**src/rtl/layer_argmax.sv**
```systemverilog
// layer_argmax: scans sl signed n-bit elements one per clock and reports the index/value of the largest.
// Defining ARGMAX_MARGIN_EN adds runner-up tracking so low_conf flags a winner margin below MARGIN.
module layer_argmax #(
   parameter int sl = 2,
   parameter int n = 16,
   parameter int MARGIN = 0,
   parameter int IW = (sl > 1) ? $clog2(sl) : 1
) (
   input  logic                clk,
   input  logic                rst,
   input  logic [n*sl-1:0]     ly,
   input  logic                in_valid,
   output logic                in_ready,
   output logic [IW-1:0]       class_idx,
   output logic signed [n-1:0] max_val,
   output logic                low_conf,
   output logic                out_valid,
   input  logic                out_ready
);
   typedef enum logic [1:0] {IDLE, SCAN, DONE} state_t;
   state_t state, nstate;
   logic signed [n-1:0] vec [sl];
   logic [IW-1:0] ptr;
   logic signed [n-1:0] elem;
   logic gt, last, accept;
   assign elem = vec[ptr];
   assign gt = elem > max_val;
   assign last = ptr == IW'(sl - 1);
   assign accept = state == IDLE && in_valid;
   assign in_ready = state == IDLE && !rst;
   assign out_valid = state == DONE;
   always_comb begin
      nstate = state;
      if (state == IDLE) nstate = in_valid ? ((sl > 1) ? SCAN : DONE) : IDLE;
      else if (state == SCAN) nstate = last ? DONE : SCAN;
      else nstate = out_ready ? IDLE : DONE;
   end
   // The input vector is captured once; later changes on ly are ignored.
   always_ff @(posedge clk)
      if (accept)
         for (int k = 0; k < sl; k++) vec[k] <= ly[n*k +: n];
   // max_val/class_idx double as the running max/index during the scan.
   always_ff @(posedge clk or posedge rst)
      if (rst) begin
         state <= IDLE;
         class_idx <= '0;
         max_val <= '0;
         ptr <= '0;
      end else begin
         state <= nstate;
         if (accept) begin
            max_val <= ly[n-1:0];
            class_idx <= '0;
            ptr <= IW'((sl > 1) ? 1 : 0);
         end else if (state == SCAN) begin
            if (gt) begin
               max_val <= elem;
               class_idx <= ptr;
            end
            ptr <= last ? ptr : ptr + 1'b1;
         end
      end
`ifdef ARGMAX_MARGIN_EN
   logic signed [n-1:0] sec, nmax, nsec;
   logic signed [n:0] margin;
   assign nmax = gt ? elem : max_val;
   assign nsec = gt ? max_val : (elem > sec ? elem : sec);
   assign margin = {nmax[n-1], nmax} - {nsec[n-1], nsec};
   // Runner-up starts at the most negative value so any later element can claim it.
   always_ff @(posedge clk or posedge rst)
      if (rst) begin
         sec <= '0;
         low_conf <= 1'b0;
      end else if (accept) begin
         sec <= {1'b1, {(n-1){1'b0}}};
         low_conf <= 1'b0;
      end else if (state == SCAN) begin
         sec <= nsec;
         if (last) low_conf <= 32'(margin) < MARGIN;
      end
`else
   logic unused_margin;
   assign unused_margin = |MARGIN;
   assign low_conf = 1'b0;
`endif
endmodule
```
**config.mk**
```make
export PLATFORM = sky130hd
export DESIGN_NAME = layer_argmax
export DESIGN_NICKNAME = d
export VERILOG_FILES = /design/src/rtl/layer_argmax.sv
export SDC_FILE = /design/constraint.sdc
export NUM_CORES = 1
export LEC_CHECK = 0
export BUFFER_PORTS_ARGS = -buffer_cell sky130_fd_sc_hd__buf_2
export CAP_MARGIN = 20
export CORE_ASPECT_RATIO = 0.75
export CORE_MARGIN = 1.5
export CORE_UTILIZATION = 25
export DETAILED_ROUTE_END_ITERATION = 6
export MAX_ROUTING_LAYER = met4
export PLACE_DENSITY = 0.44
export SYNTH_ARGS = -nofsm -noshare
export SYNTH_HDL_FRONTEND = slang
export SYNTH_SLANG_ARGS = --single-unit
```
**constraint.sdc**
```tcl
create_clock -name clk -period 8.3 [get_ports clk]
set_clock_uncertainty 0.15 [all_clocks]
set_input_delay 0.415 -clock clk [delete_from_list [all_inputs] [get_ports clk]]
set_output_delay 0.415 -clock clk [all_outputs]
set_load 0.1 [all_outputs]
```
Word level (Yosys, flattened, before mapping)
Memory sizes are Yosys's and may differ from the RTL's.
Index checks and enable logic that the tools add are counted.
Widths: inputs -> output; s select.

word-level totals
  bits in latches = 0
  bits in writable memories = 32
  output and inout port bits = 20
  memory bits (read-only) = 0
  input bits = 36
  bits in registers = 20
  memories = 1
  logic and storage cells = 32

memory list
  memory  words  bits a word  rd ports  clocked after Yosys merged registers in  wr ports  line  source
  vec     2      16           1         0                                        2         22    logic signed [n-1:0] vec [sl];

operators by class
  div/mod/pow operators = 0
  reductions and logical operators = 7
  bitwise operators = 0
  shift-type cells = 0
  multiply operators = 0
  magnitude comparators = 1
  $add $sub $neg = 1
  muxes and demuxes = 16
  equal/unequal tests = 2

operators with widths
  kind                 count
  $mux 16              3
  $gt 16x16->1         1
  $mux 1               9
  $mux 2               4
  $reduce_bool 2->1    2
  $eq 2x1->1 const B   1
  $eq 2x2->1 const B   1
  $logic_and 1x1->1    2
  $logic_not 2->1      1
  $reduce_and 2->1     1
  $add 1x1->1 const B  1
  $logic_not 1->1      1

Longest topological paths before layout
An unclocked memory read counts as a cell.

  depth after elaboration = 5
  mapped depth = 13
  gate-level depth less buffers = 9

Worst setup path after synthesis
Ideal clock, no wire load.

  path kind = register -> register
  start = reg ptr, in the netlist last
  end = reg class_idx
  clock period less this slack = 3.164 ns
  arrival = 2.940 ns
  path slack = 5.136 ns
  data required time = 8.076 ns
  path buffers = 4
  cell stages (with the launch flop) = 14
  library setup time = 0.074 ns
  cells stage by stage = dfrtp_1 -> buf_6 -> buf_1 -> mux2i_1 -> inv_1 -> ha_1 -> nand4_2 -> nor3_2 -> a2111o_1 -> o31a_1 -> buf_6 -> buf_8 -> a21bo_1 -> a21oi_2

on the way
  word-level cells in the longest chain between the ends = 4
  elaborated cells on any way between the ends = 7
  classes of those cells = order compare (1); mux (3); reduce/logical (2); memory (1)

ends and longest elaborated chain
  item                                line  source
  start: declaration                  23    logic [IW-1:0] ptr;
  start signal: assignment            54    ptr <= IW'((sl > 1) ? 1 : 0);
  start signal: assignment            60    ptr <= last ? ptr : ptr + 1'b1;
  $mem_v2 2x16                        n/a
  $gt 16x16->1                        27    assign gt = elem > max_val;
  $reduce_bool 2->1 (no source line)  n/a
  $reduce_and 2->1 (no source line)   n/a
  end signal: assignment              58    class_idx <= ptr;
  end: declaration                    14    output logic [IW-1:0] class_idx,

Several ways; a longest one is shown, not always the timed one. The select of a mux whose other input is x is not followed.
A chain may end at the register's enable or synchronous reset.

Final worst setup path
Ends and elaborated chain as after synthesis.

==> flow_metrics.py <==
metrics = {
    "outcome": {
        "outcome": "completed",
    },
    "clock_tree": {
        "ctsHoldBuffers": 0,
        "post-cts-setup-buffer-count": 0,
        "numCtsBuffers": 5,
        "insertion_delay_ps": 290,
        "clock_path_buffers": 2,
        "clock_sinks": 52,
        "cts-root-buf": "clkbuf_16",
        "ctsResizeCount": 0,
        "htree_levels": 2,
        "cts_tree": "built",
        "clk_pin_slew_ps": 70,
    },
    "timing": {
        "setup_tns_ps": 0,
        "fmax_mhz": 272,
        "worst_slew_pin_slew_ps": 835,
        "max_slew_margin_pct": 44.2,
        "drv_slew": 0,
        "rsz0062_at_grt": "no",
        "fin_crit_sh_pct": 44.4,
        "finalHoldViolations": 0,
        "setup_violations": 0,
        "period_minus_slack_ps": 3680,
    },
    "setup_path": {
        "ff2ff_path_depth": 11,
        "critPathKind": "flip-flop to flip-flop",
        "rr_endpoint": "class_idx",
        "crit_path_cell_trace": "buf_4, mux2i_1, inv_1, ha_1, nand4_2, nor4_1, a21boi_2, o31a_1, buf_16, a21bo_1, a21oi_2",
        "end_kind": "flip-flop",
        "cp.required_ps": 8300,
        "critPathLaunchType": "flip-flop",
        "worst_path_max_delay_cell": "dfrtp_1",
        "timing.critical_path.to": "class_idx",
        "cp-startpoint": "last",
        "slowest_delay_ps": 630,
        "arrival_ps": 3680,
        "worstPathMaxFanout": 22,
        "r2r_slack_ps": 4620,
        "r2r_start": "last",
    },
    "logic_synthesis": {
        "syn_avg_cell_area_sq_um": 11.6,
        "yosysWarningCount": 0,
        "async_reset_ff_share_pct": 38.5,
        "syn_nets": 286,
        "yosys_most_used_dff": "edfxtp_1",
        "yosysMostFrequentCell": "inv_1",
        "synth_commonest_cells": "inv_1, edfxtp_1, a21oi_1, nand2_1, dfrtp_1",
        "synth_seq_area_share_pct": 54.0,
        "synthesis.area_sq_um": 2710,
        "ys_seq_elements": 52,
        "synthTopCellsByArea": "edfxtp_1, dfrtp_1, ha_1, mux2i_1, inv_1",
        "synth_edf_count": 32,
        "yosys.area.top_type_share_pct": 35.5,
        "yosys.area.top_type": "edfxtp_1",
        "netlist_instances": 234,
        "synth.distinct_cells": 39,
    },
    "detailed_routing": {
        "dr_wl_met3_um": 290,
        "drtIter0Drc": 54,
        "post-route-drc-count": 0,
        "top_layer": "met4",
        "via_per_inst": 4.35,
        "drtPass1Iterations": 4,
        "ant_nets": 0,
        "drt-total-wl_um": 5550,
        "num_vias": 1837,
        "wirelength_met1_um": 2850,
        "wl_per_cell_um": 13.1,
        "wl_met2_um": 2340,
    },
    "flow_run": {
        "cap_violations": 0,
    },
    "finish": {
        "num_antenna_cells": 0,
        "nets": 337,
        "syn_to_final_growth_pct": 19.0,
        "drive_above_1_share_pct": 25.9,
        "fin_util_pct": 30.9,
        "layout.cells.non_filler": 422,
    },
    "global_route": {
        "first_global_vias": 1786,
        "grt_pass1_wl_um": 8990,
        "track_usage_pct": 10.4,
        "grt_antenna_before_repair": 0,
        "grt_max_degree": 66,
        "grt_overflow": 0,
    },
    "floorplanning": {
        "die_h_um": 93.1,
        "core_area_sq_um": 10400,
        "die_x_um": 123,
        "num_rows": 32,
        "ios": 56,
        "initial_core_util_pct": 26.0,
        "die_area_sq_um": 11500,
    },
    "placement": {
        "port_buffers": 54,
        "dpl.hpwl_um": 4030,
        "place_inst": 414,
        "gp_congestion": 0.746,
    },
    "hold_path": {
        "holdCritStartpoint": "ly[29]",
        "hp-class": "primary input to flip-flop",
    },
}
-- per-layer routing --
layer	GRT usage [%]	vias up
met4	3.16	0
met5	-	-
li1	-	928
met2	14.6	38
met1	14.6	864
met3	2.93	7
-- per-stage QoR --
| step | worst slack, ps | instance area (sq um) | hold WS [ps] |
|---|---|---|---|
| detailed placement | 4600 | 3060 | 395 |
| CTS | 4570 | 3220 | 135 |
| floorplan | 5140 | 2710 | 229 |
| global route | 4330 | 3220 | 131 |
| finish | 4620 | 3220 | 143 |
| global placement | 4380 | 3030 | 396 |
-- layout by cell type (no fill, tap or decap), types with 2 or more instances in the layout --
cell / instances
buf_2: 54
inv_1: 33
edfxtp_1: 32
a21oi_1: 22
nand2_1: 21
dfrtp_1: 20
mux2i_1: 17
ha_1: 16
o21ai_1: 14
a31o_1: 12
clkbuf_16: 5
o21ai_0: 4
nor2_1: 4
a31o_2: 4
buf_4: 3
nor3_1: 2
clkbuf_1: 2
-- worst min path at each step --
stage	to	cells after the start	slack (ps)
5_1_grt	vec[1][6]	1	130
2_1_floorplan	class_idx	1	230
3_5_place_dp	state[0]	1	390
3_3_place_gp	state[0]	1	400
4_1_cts	vec[1][13]	1	140
6_report	vec[1][13]	1	140
-- final cells by class --
cell class / instances / area, sq um
Multi-Input combinational cell: 135 / 982
Sequential cell: 52 / 1460
Clock inverter: 1 / 30.0
Inverter: 33 / 124
Fill cell: 1090 / 7190
Timing Repair Buffer: 58 / 320
Clock buffer: 7 / 133
Tap cell: 136 / 170
-- critical path: cells and delay by family (launching register included) --
kind / cells / cell delay (ps)
AOI/OAI and AO/OA: 4 / 1010
adders and majority gates: 1 / 310
buffers and inverters: 3 / 630
DFF: 1 / 630
muxes: 1 / 260
and+or+nand+nor: 2 / 540
-- cells by family (layout without fill, tap and decap cells) --
group,after synthesis,after routing,synth area share [%]
mux,17,17,6.29
buf+inv,47,99,9.94
flops,52,52,54.0
simple gates,36,36,6.61
fa+ha+maj,16,16,7.40
compound gates,65,65,15.6
other cells,1,1,0.139
-- sequential cells by signal, summed over array words and instances (netlist names) --
signal,cells
vec,32
max_val,16
state,2
class_idx,1
last,1
Power is left out: the tool's default activity adds up to more than one toggle a clock period on the data nets, which glitch-free logic cannot reach.
